`src/rtl/tile_plane_pkg.sv`:
```
// Shared constants and types for the tile plane fetcher.
//   H_TOTAL          : pixels per raster line
//   TILE_LOG2        : log2 of the tile edge in pixels (8x8 tiles)
//   SCR_X_MSB/Y_MSB  : top bit of the X / Y scroll fields in a scroll word
//   YFLIP_BIT        : map entry bit that mirrors the tile vertically
//   layer_idx_t      : layer number (up to four layers)
//   fetch_kind_t     : what the VRAM read issued in the current pixel is for
package tile_plane_pkg;

    localparam int H_TOTAL   = 384;
    localparam int TILE_LOG2 = 3;
    localparam int SCR_X_MSB = 8;
    localparam int SCR_Y_MSB = 7;
    localparam int YFLIP_BIT = 9;

    typedef logic [1:0] layer_idx_t;

    typedef enum logic [1:0] {
        FETCH_NONE  = 2'd0,
        FETCH_SCR_X = 2'd1,
        FETCH_SCR_Y = 2'd2,
        FETCH_MAP   = 2'd3
    } fetch_kind_t;

endpackage

```
`src/rtl/tile_plane_raster.sv`:
```
// Raster timing for the tile plane fetcher.
//   clk, rst  : clock and synchronous active-high reset
//   div       : 2-bit clock divider, one pixel = four clocks
//   pe        : pixel enable, high while div == 3
//   hcnt/vcnt : H counter (H_START..H_START+383) and V counter (V_START..511)
//   hblank    : hcnt within the first HBL_LEN pixels of the line
//   vblank    : vcnt >= VBL_LINE
//   irq       : one-clock pulse in the clock where vcnt becomes VBL_LINE
module tile_plane_raster
    import tile_plane_pkg::*;
#(
    parameter int H_START  = 32,
    parameter int V_START  = 248,
    parameter int HBL_LEN  = 64,
    parameter int VBL_LINE = 496
) (
    input  logic       clk,
    input  logic       rst,
    output logic [1:0] div,
    output logic       pe,
    output logic [8:0] hcnt,
    output logic [8:0] vcnt,
    output logic       hblank,
    output logic       vblank,
    output logic       irq
);

    localparam logic [8:0] H_FIRST = 9'(H_START);
    localparam logic [8:0] H_LAST  = 9'(H_START + H_TOTAL - 1);
    localparam logic [8:0] V_FIRST = 9'(V_START);
    localparam logic [8:0] HBL     = 9'(HBL_LEN);
    localparam logic [8:0] VBL     = 9'(VBL_LINE);

    logic [8:0] vcnt_next;

    assign pe        = (div == 2'd3);
    assign vcnt_next = (vcnt == 9'd511) ? V_FIRST : vcnt + 9'd1;
    assign hblank    = ((hcnt - H_FIRST) < HBL);
    assign vblank    = (vcnt >= VBL);

    always_ff @(posedge clk) begin
        if (rst) begin
            div  <= 2'd0;
            hcnt <= H_FIRST;
            vcnt <= V_FIRST;
            irq  <= 1'b0;
        end else begin
            div <= div + 2'd1;
            irq <= 1'b0;
            if (pe) begin
                if (hcnt == H_LAST) begin
                    hcnt <= H_FIRST;
                    vcnt <= vcnt_next;
                    // Registered together with vcnt so the pulse lines up
                    // with the first clock of the vblank line.
                    irq  <= (vcnt_next == VBL);
                end else begin
                    hcnt <= hcnt + 9'd1;
                end
            end
        end
    end

endmodule

```
`src/rtl/tile_plane_fetcher.sv`:
```
// Tile plane fetcher: raster timing, per-line scroll reads during hblank and
// a fixed per-pixel VRAM slot schedule fetching tilemap entries for
// NUM_LAYERS layers, producing GFX ROM line addresses for the serialiser.
//   clk_24M, RES          : clock, synchronous active-high reset
//   flip                  : flip screen (H tile index and V row inverted)
//   layer_en, rowscr_en   : per-layer fetch enable / per-line scroll select
//   map_base, scr_base    : tilemap bases (one per layer), scroll table base
//   vram_addr/rd/din      : VRAM read port
//   pe, hcnt, vcnt, hblank, vblank, irq : raster timing
//   rom_addr/layer/attr/valid : tile line request for the serialiser
//   fine                  : per-layer fine X scroll
//
// VRAM/ROM timing: vram_rd is a one-clock strobe in the div==0 clock of a
// pixel with vram_addr valid in that same clock; vram_din must be stable by
// the div==3 clock of that pixel. A map fetch produces rom_valid for exactly
// one clock, four clocks after its vram_rd, with rom_addr/layer/attr valid in
// that clock. There is no back-pressure.
module tile_plane_fetcher
    import tile_plane_pkg::*;
#(
    parameter int NUM_LAYERS = 2,
    parameter int MAP_W_LOG2 = 6,
    parameter int MAP_H_LOG2 = 5,
    parameter int CODE_W     = 8,
    parameter int VRAM_AW    = 13,
    parameter int H_START    = 32,
    parameter int V_START    = 248,
    parameter int HBL_LEN    = 64,
    parameter int VBL_LINE   = 496
) (
    input  logic                          clk_24M,
    input  logic                          RES,
    input  logic                          flip,
    input  logic [NUM_LAYERS-1:0]         layer_en,
    input  logic [NUM_LAYERS-1:0]         rowscr_en,
    input  logic [NUM_LAYERS*VRAM_AW-1:0] map_base,
    input  logic [VRAM_AW-1:0]            scr_base,
    output logic [VRAM_AW-1:0]            vram_addr,
    output logic                          vram_rd,
    input  logic [15:0]                   vram_din,
    output logic                          pe,
    output logic [8:0]                    hcnt,
    output logic [8:0]                    vcnt,
    output logic                          hblank,
    output logic                          vblank,
    output logic                          irq,
    output logic [CODE_W+2:0]             rom_addr,
    output logic [1:0]                    rom_layer,
    output logic [7:0]                    rom_attr,
    output logic                          rom_valid,
    output logic [NUM_LAYERS*3-1:0]       fine
);

    localparam logic [8:0] H_FIRST = 9'(H_START);

    logic [1:0] div;

    tile_plane_raster #(
        .H_START (H_START),
        .V_START (V_START),
        .HBL_LEN (HBL_LEN),
        .VBL_LINE(VBL_LINE)
    ) u_raster (
        .clk   (clk_24M),
        .rst   (RES),
        .div   (div),
        .pe    (pe),
        .hcnt  (hcnt),
        .vcnt  (vcnt),
        .hblank(hblank),
        .vblank(vblank),
        .irq   (irq)
    );

    logic [NUM_LAYERS-1:0][SCR_X_MSB:0] sx;
    logic [NUM_LAYERS-1:0][SCR_Y_MSB:0] sy;

    // Read issued at div==0, remembered until its data arrives at div==3.
    fetch_kind_t pend_kind;
    layer_idx_t  pend_layer;
    logic [2:0]  pend_line;

    fetch_kind_t        kind;
    layer_idx_t         lyr;
    logic [2:0]         line;
    logic [VRAM_AW-1:0] addr;
    logic [8:0]         hpos;
    logic [7:0]         vline;
    logic [8:0]         col;
    logic [7:0]         row;
    logic               en_sel;
    logic               row_sel;
    logic [VRAM_AW-1:0] base_sel;
    logic [8:0]         sx_sel;
    logic [7:0]         sy_sel;

    assign hpos = hcnt - H_FIRST;

    // Slot decode for the current pixel.
    always_comb begin
        kind     = FETCH_NONE;
        line     = 3'd0;
        addr     = '0;
        en_sel   = 1'b0;
        row_sel  = 1'b0;
        base_sel = '0;
        sx_sel   = '0;
        sy_sel   = '0;
        vline    = vcnt[7:0] ^ {8{flip}};
        // hblank: two scroll words per layer; active: slot p = hcnt[2:0].
        lyr      = hblank ? layer_idx_t'(hpos[2:1]) : layer_idx_t'(hcnt[1:0]);
        for (int i = 0; i < NUM_LAYERS; i++) begin
            if (lyr == layer_idx_t'(i)) begin
                en_sel   = layer_en[i];
                row_sel  = rowscr_en[i];
                base_sel = map_base[i*VRAM_AW +: VRAM_AW];
                sx_sel   = sx[i];
                sy_sel   = sy[i];
            end
        end
        // The +16 looks two tiles ahead of the pixel being shown.
        col = (hpos ^ {9{flip}}) + 9'd16 + sx_sel;
        row = vline + sy_sel;
        if (hblank) begin
            if ((hpos < 9'(2*NUM_LAYERS)) && en_sel) begin
                kind = hpos[0] ? FETCH_SCR_Y : FETCH_SCR_X;
                addr = scr_base + VRAM_AW'({lyr, (row_sel ? vline : 8'd0), hpos[0]});
            end
        end else if ((hcnt[2:0] < 3'(NUM_LAYERS)) && en_sel) begin
            kind = FETCH_MAP;
            line = row[2:0];
            addr = base_sel + VRAM_AW'({row[TILE_LOG2 +: MAP_H_LOG2],
                                        col[TILE_LOG2 +: MAP_W_LOG2]});
        end
    end

    assign vram_rd   = (div == 2'd0) && (kind != FETCH_NONE) && !RES;
    assign vram_addr = vram_rd ? addr : '0;

    always_comb begin
        fine = '0;
        for (int i = 0; i < NUM_LAYERS; i++) begin
            fine[i*3 +: 3] = sx[i][2:0] ^ {3{flip}};
        end
    end

    always_ff @(posedge clk_24M) begin
        if (RES) begin
            sx         <= '0;
            sy         <= '0;
            pend_kind  <= FETCH_NONE;
            pend_layer <= '0;
            pend_line  <= 3'd0;
            rom_addr   <= '0;
            rom_layer  <= 2'd0;
            rom_attr   <= 8'd0;
            rom_valid  <= 1'b0;
        end else begin
            rom_valid <= 1'b0;
            if (div == 2'd0) begin
                pend_kind  <= kind;
                pend_layer <= lyr;
                pend_line  <= line;
            end
            if (div == 2'd3) begin
                case (pend_kind)
                    FETCH_SCR_X: begin
                        for (int i = 0; i < NUM_LAYERS; i++) begin
                            if (pend_layer == layer_idx_t'(i)) sx[i] <= vram_din[SCR_X_MSB:0];
                        end
                    end
                    FETCH_SCR_Y: begin
                        for (int i = 0; i < NUM_LAYERS; i++) begin
                            if (pend_layer == layer_idx_t'(i)) sy[i] <= vram_din[SCR_Y_MSB:0];
                        end
                    end
                    FETCH_MAP: begin
                        rom_addr  <= {vram_din[CODE_W-1:0], pend_line ^ {3{vram_din[YFLIP_BIT]}}};
                        rom_attr  <= vram_din[15:8];
                        rom_layer <= pend_layer;
                        rom_valid <= 1'b1;
                    end
                    default: ;
                endcase
                pend_kind <= FETCH_NONE;
            end
        end
    end

endmodule

```
`config.mk`:
```
export PLATFORM = sky130hd
export DESIGN_NAME = tile_plane_fetcher
export DESIGN_NICKNAME = d
export VERILOG_FILES = /design/src/rtl/tile_plane_pkg.sv /design/src/rtl/tile_plane_raster.sv /design/src/rtl/tile_plane_fetcher.sv
export SDC_FILE = /design/constraint.sdc
export NUM_CORES = 1
export LEC_CHECK = 0
export CAP_MARGIN = 20
export CORE_ASPECT_RATIO = 1.4
export CORE_UTILIZATION = 60
export CTS_BUF_LIST = sky130_fd_sc_hd__clkbuf_8
export CTS_CLUSTER_SIZE = 24
export DETAILED_ROUTE_END_ITERATION = 6
export DONT_BUFFER_PORTS = 1
export PLACE_DENSITY = 0.8
export RECOVER_POWER = 50
export SETUP_SLACK_MARGIN = 0.1
export SYNTH_ARGS = -nofsm -noshare
export SYNTH_HDL_FRONTEND = slang
export SYNTH_SLANG_ARGS = --single-unit
```
`constraint.sdc`:
```
create_clock -name clk_24M -period 6.6 [get_ports clk_24M]
set_input_delay 1.32 -clock clk_24M [delete_from_list [all_inputs] [get_ports clk_24M]]
set_output_delay 1.32 -clock clk_24M [all_outputs]
set_load 0.02 [all_outputs]
```
==> results.ini <==
[setup_path]
cpPeakStageDelay_ns = 0.45
reg2reg_from = u_raster.hcnt[6]$_SDFFE_PP0P_
crit_required_ns = 5.28
cp.arrival_ns = 5.52
reg2reg_setup_slack_ns = 3.27
worst_setup_path_start_kind = register
critPathCaptureType = output pin
rr_worst_depth = 13
crit_type = reg -> out
crit_path_max_fanout = 8
r2r-end = pend_kind[1]$_SDFFE_PP0N_
crit_path_top_delay_cell = dfxtp_4

[placed_design]
placed_area_um2 = 6400
pre_cts_slack_ns = 0.02172
place.port_buffers = 0
place_congestion = 0.9179
dp_hpwl_um = 12690

[clock_tree]
clockRootBuffer = clkbuf_8
ctsHoldBuffers = 0
cts_buffers = 9
cts_buffer_depth = 2
clock_latency_ns = 0.37
clkTransAtPathRegs_ns = 0.10
cts_tree = done
clock_sinks = 84
htreeDepth = 3

[sta]
fmax_mhz = 146.2
worst_clock_skew_ns = 0.01663
drv_slew = 0
whs_ns = 0.4472
layout_setup_ws_ns = -0.2404
max_slew_margin_pct = 27.19
rsz0062_at_grt = yes
timing.final.crit_share_pct = 103.6
worst_pin_slew_ns = 1.088
final-hold-violation-count = 0
period_needed_ns = 6.840
fin_setup_tns_ns = -0.4466
setup_viol = 3

[global_routing]
grt_max_degree = 76
grt_overflow = 0
grt_pass1_wl_um = 26230
grt_pass1_vias = 5383
track_usage_pct = 32.34
grt_antenna_before_repair = 0

[drt]
antenna_left = 0
drt-initial-drc-count = 340
wl_per_cell_um = 18.79
via_per_inst = 6.083
finalWirelength_um = 17430
first_pass_iters = 5
drc = 0
vias = 5645

[floorplanning]
die_area_um2 = 10510
start_util_pct = 61.56
rows = 43
io-pin-count = 126
coreArea_um2 = 9846
die_w_um = 86.94
die_y_um = 120.9

[yosys]
netlist_instances = 764
synth_seq_cells = 84
syn_nets = 881
yosysSeqAreaShare_pct = 27.75
yosys_most_used_dff = dfxtp_1
synth_warnings = 0
synth_edf_count = 0
synth_area_um2 = 6061
synth_top_area_cell = dfxtp_1
synth_area_leaders = dfxtp_1 28%, ha_1 11%, mux2i_1 7.4%
async_reset_ff_share_pct = 0
synth_cell_types = 61
syn_avg_cell_area_um2 = 7.933
yosysTopAreaCellShare_pct = 27.75

[status]
status = finished with violations
violations = setup timing

[cells_and_area]
syn2layout_area_growth_pct = 15.55
diodes = 0
fillers = 780
nets = 905
design_area_um2 = 7003
drive_above_1_share_pct = 16.65

[pwr]
p_leak_uw = 0.002867
max-vdd-ir-drop_uv = 177.3
power_density_nw_per_um2 = 179.4
power.total_uw = 1256

[hold_path]
min_to = u_raster.div[0]$_SDFF_PP0_
min_path_type = reg -> reg
hold_path.startpoint = u_raster.div[0]$_SDFF_PP0_
hold_depth = 1

[run]
drv_cap = 0

[report_power, final]
| group | internal [µW] | leakage, µW | switching [µW] |
|---|---|---|---|
| Combinational | 151 | 0.00208 | 185 |
| Sequential | 513 | 0.000679 | 9.34 |
| Clock | 185 | 0.000107 | 213 |
[cells by family after synthesis]
logic type | share of synthesized area, %
buffers and inverters | 3.716
AOI/OAI and AO/OA | 16.56
adders and majority gates | 11.73
and+or+nand+nor | 21.90
DFF | 27.75
muxes | 7.803
xor gates and xnor gates | 10.55
[final cells by class]
class | count | area [µm²] | share of cell area (%)
clock buffer | 9 | 123.9 | 1.769
clock inverter | 7 | 93.84 | 1.340
inverter | 19 | 78.83 | 1.126
multi-input combinational | 623 | 4466 | 63.77
sequential | 84 | 1689 | 24.12
tap | 135 | 168.9 | 2.412
timing repair buffer | 51 | 382.9 | 5.467
[layout by cell type (no fill, tap or decap), types with 3 or more instances in the layout]
cell type	n
a21oi_2	7
a21oi_1	66
and2_1	3
o21ai_2	4
inv_4	3
a22oi_1	10
a211oi_1	6
a21o_1	9
xnor2_2	5
nand2b_1	8
mux2i_1	45
xor2_1	31
dfxtp_1	82
clkbuf_8	9
xnor2_1	37
nand3_1	17
a31oi_1	6
nor2_1	86
and3_1	7
nand4_1	4
nor2b_1	12
inv_1	14
ha_4	5
a31oi_4	3
nor3_1	12
buf_4	48
o21bai_1	3
o21ai_0	15
nand2_1	108
o21a_1	4
nor3_4	3
ha_1	45
[critical path: cells and delay by family, from the launching register on]
kind,cells,cell delay (ns)
muxes,1,0.35
and+or+nand+nor,6,1.08
adders and majority gates,4,1.12
AOI/OAI and AO/OA,9,1.46
xor gates and xnor gates,1,0.24
DFF,1,0.45
buffers and inverters,4,0.43
[repair_timing]
action | CTS | global route
gates resized for setup | 13 | 40
setup endpoints to repair | 5 | 9
pin swaps | 19 | 20
buffers inserted | 12 | 9
[cells in the mapped netlist, types with 4 or more instances]
| master | count |
|---|---|
| a211oi_1 | 8 |
| a31oi_1 | 10 |
| nor3_1 | 14 |
| xnor2_1 | 42 |
| buf_1 | 9 |
| a21o_1 | 9 |
| nor2b_1 | 14 |
| nand3_1 | 18 |
| and3_1 | 8 |
| mux2i_1 | 45 |
| nor2_1 | 88 |
| inv_1 | 17 |
| nand2b_1 | 8 |
| and2_1 | 6 |
| o21ai_0 | 19 |
| a22oi_1 | 10 |
| dfxtp_1 | 84 |
| a21oi_1 | 74 |
| xor2_1 | 31 |
| nand4_1 | 4 |
| clkbuf_1 | 27 |
| o21a_1 | 4 |
| nand2_1 | 111 |
| ha_1 | 52 |
[stage by stage]
| stage | cells | utilization (%) |
|---|---|---|
| 2_1_floorplan | 764 | - |
| 3_3_place_gp | 893 | 65.00 |
| 3_5_place_dp | 893 | 65.00 |
| 4_1_cts | 921 | 68.66 |
| 5_1_grt | 928 | 71.13 |
| 6_report | 928 | 71.13 |
[worst max path at each step]
| stage | startpoint | to | slack (ns) | depth (start not counted) |
|---|---|---|---|---|
| 2_1_floorplan | u_raster.hcnt[5]$_SDFFE_PP1P_ | vram_addr[12] | 0.004 | 27 |
| 3_3_place_gp | u_raster.hcnt[6]$_SDFFE_PP0P_ | vram_addr[12] | 0.09 | 24 |
| 3_5_place_dp | u_raster.hcnt[6]$_SDFFE_PP0P_ | vram_addr[12] | 0.02 | 24 |
| 4_1_cts | u_raster.hcnt[6]$_SDFFE_PP0P_ | vram_addr[12] | -0.12 | 25 |
| 5_1_grt | u_raster.hcnt[6]$_SDFFE_PP0P_ | vram_addr[12] | -0.47 | 25 |
| 6_report | u_raster.hcnt[6]$_SDFFE_PP0P_ | vram_addr[12] | -0.24 | 25 |
[metal layers]
layer	track usage (%)	vias up	part of all wire (%)
met4	18.85	0	4.7
met1	35.26	2659	38
met2	56.99	239	51
met5	0	-	0
met3	6.531	52	5.9
li1	-	2695	-
[registers in the layout, indices dropped and copies added (netlist names)]
register	flops
pend_kind	2
pend_layer	2
pend_line	3
rom_addr	11
rom_attr	8
rom_layer	2
rom_valid	1
sx	18
sy	16
u_raster.div	2
u_raster.hcnt	9
u_raster.irq	1
u_raster.vcnt	9
Note: power is estimated with default switching activity, not from simulation.
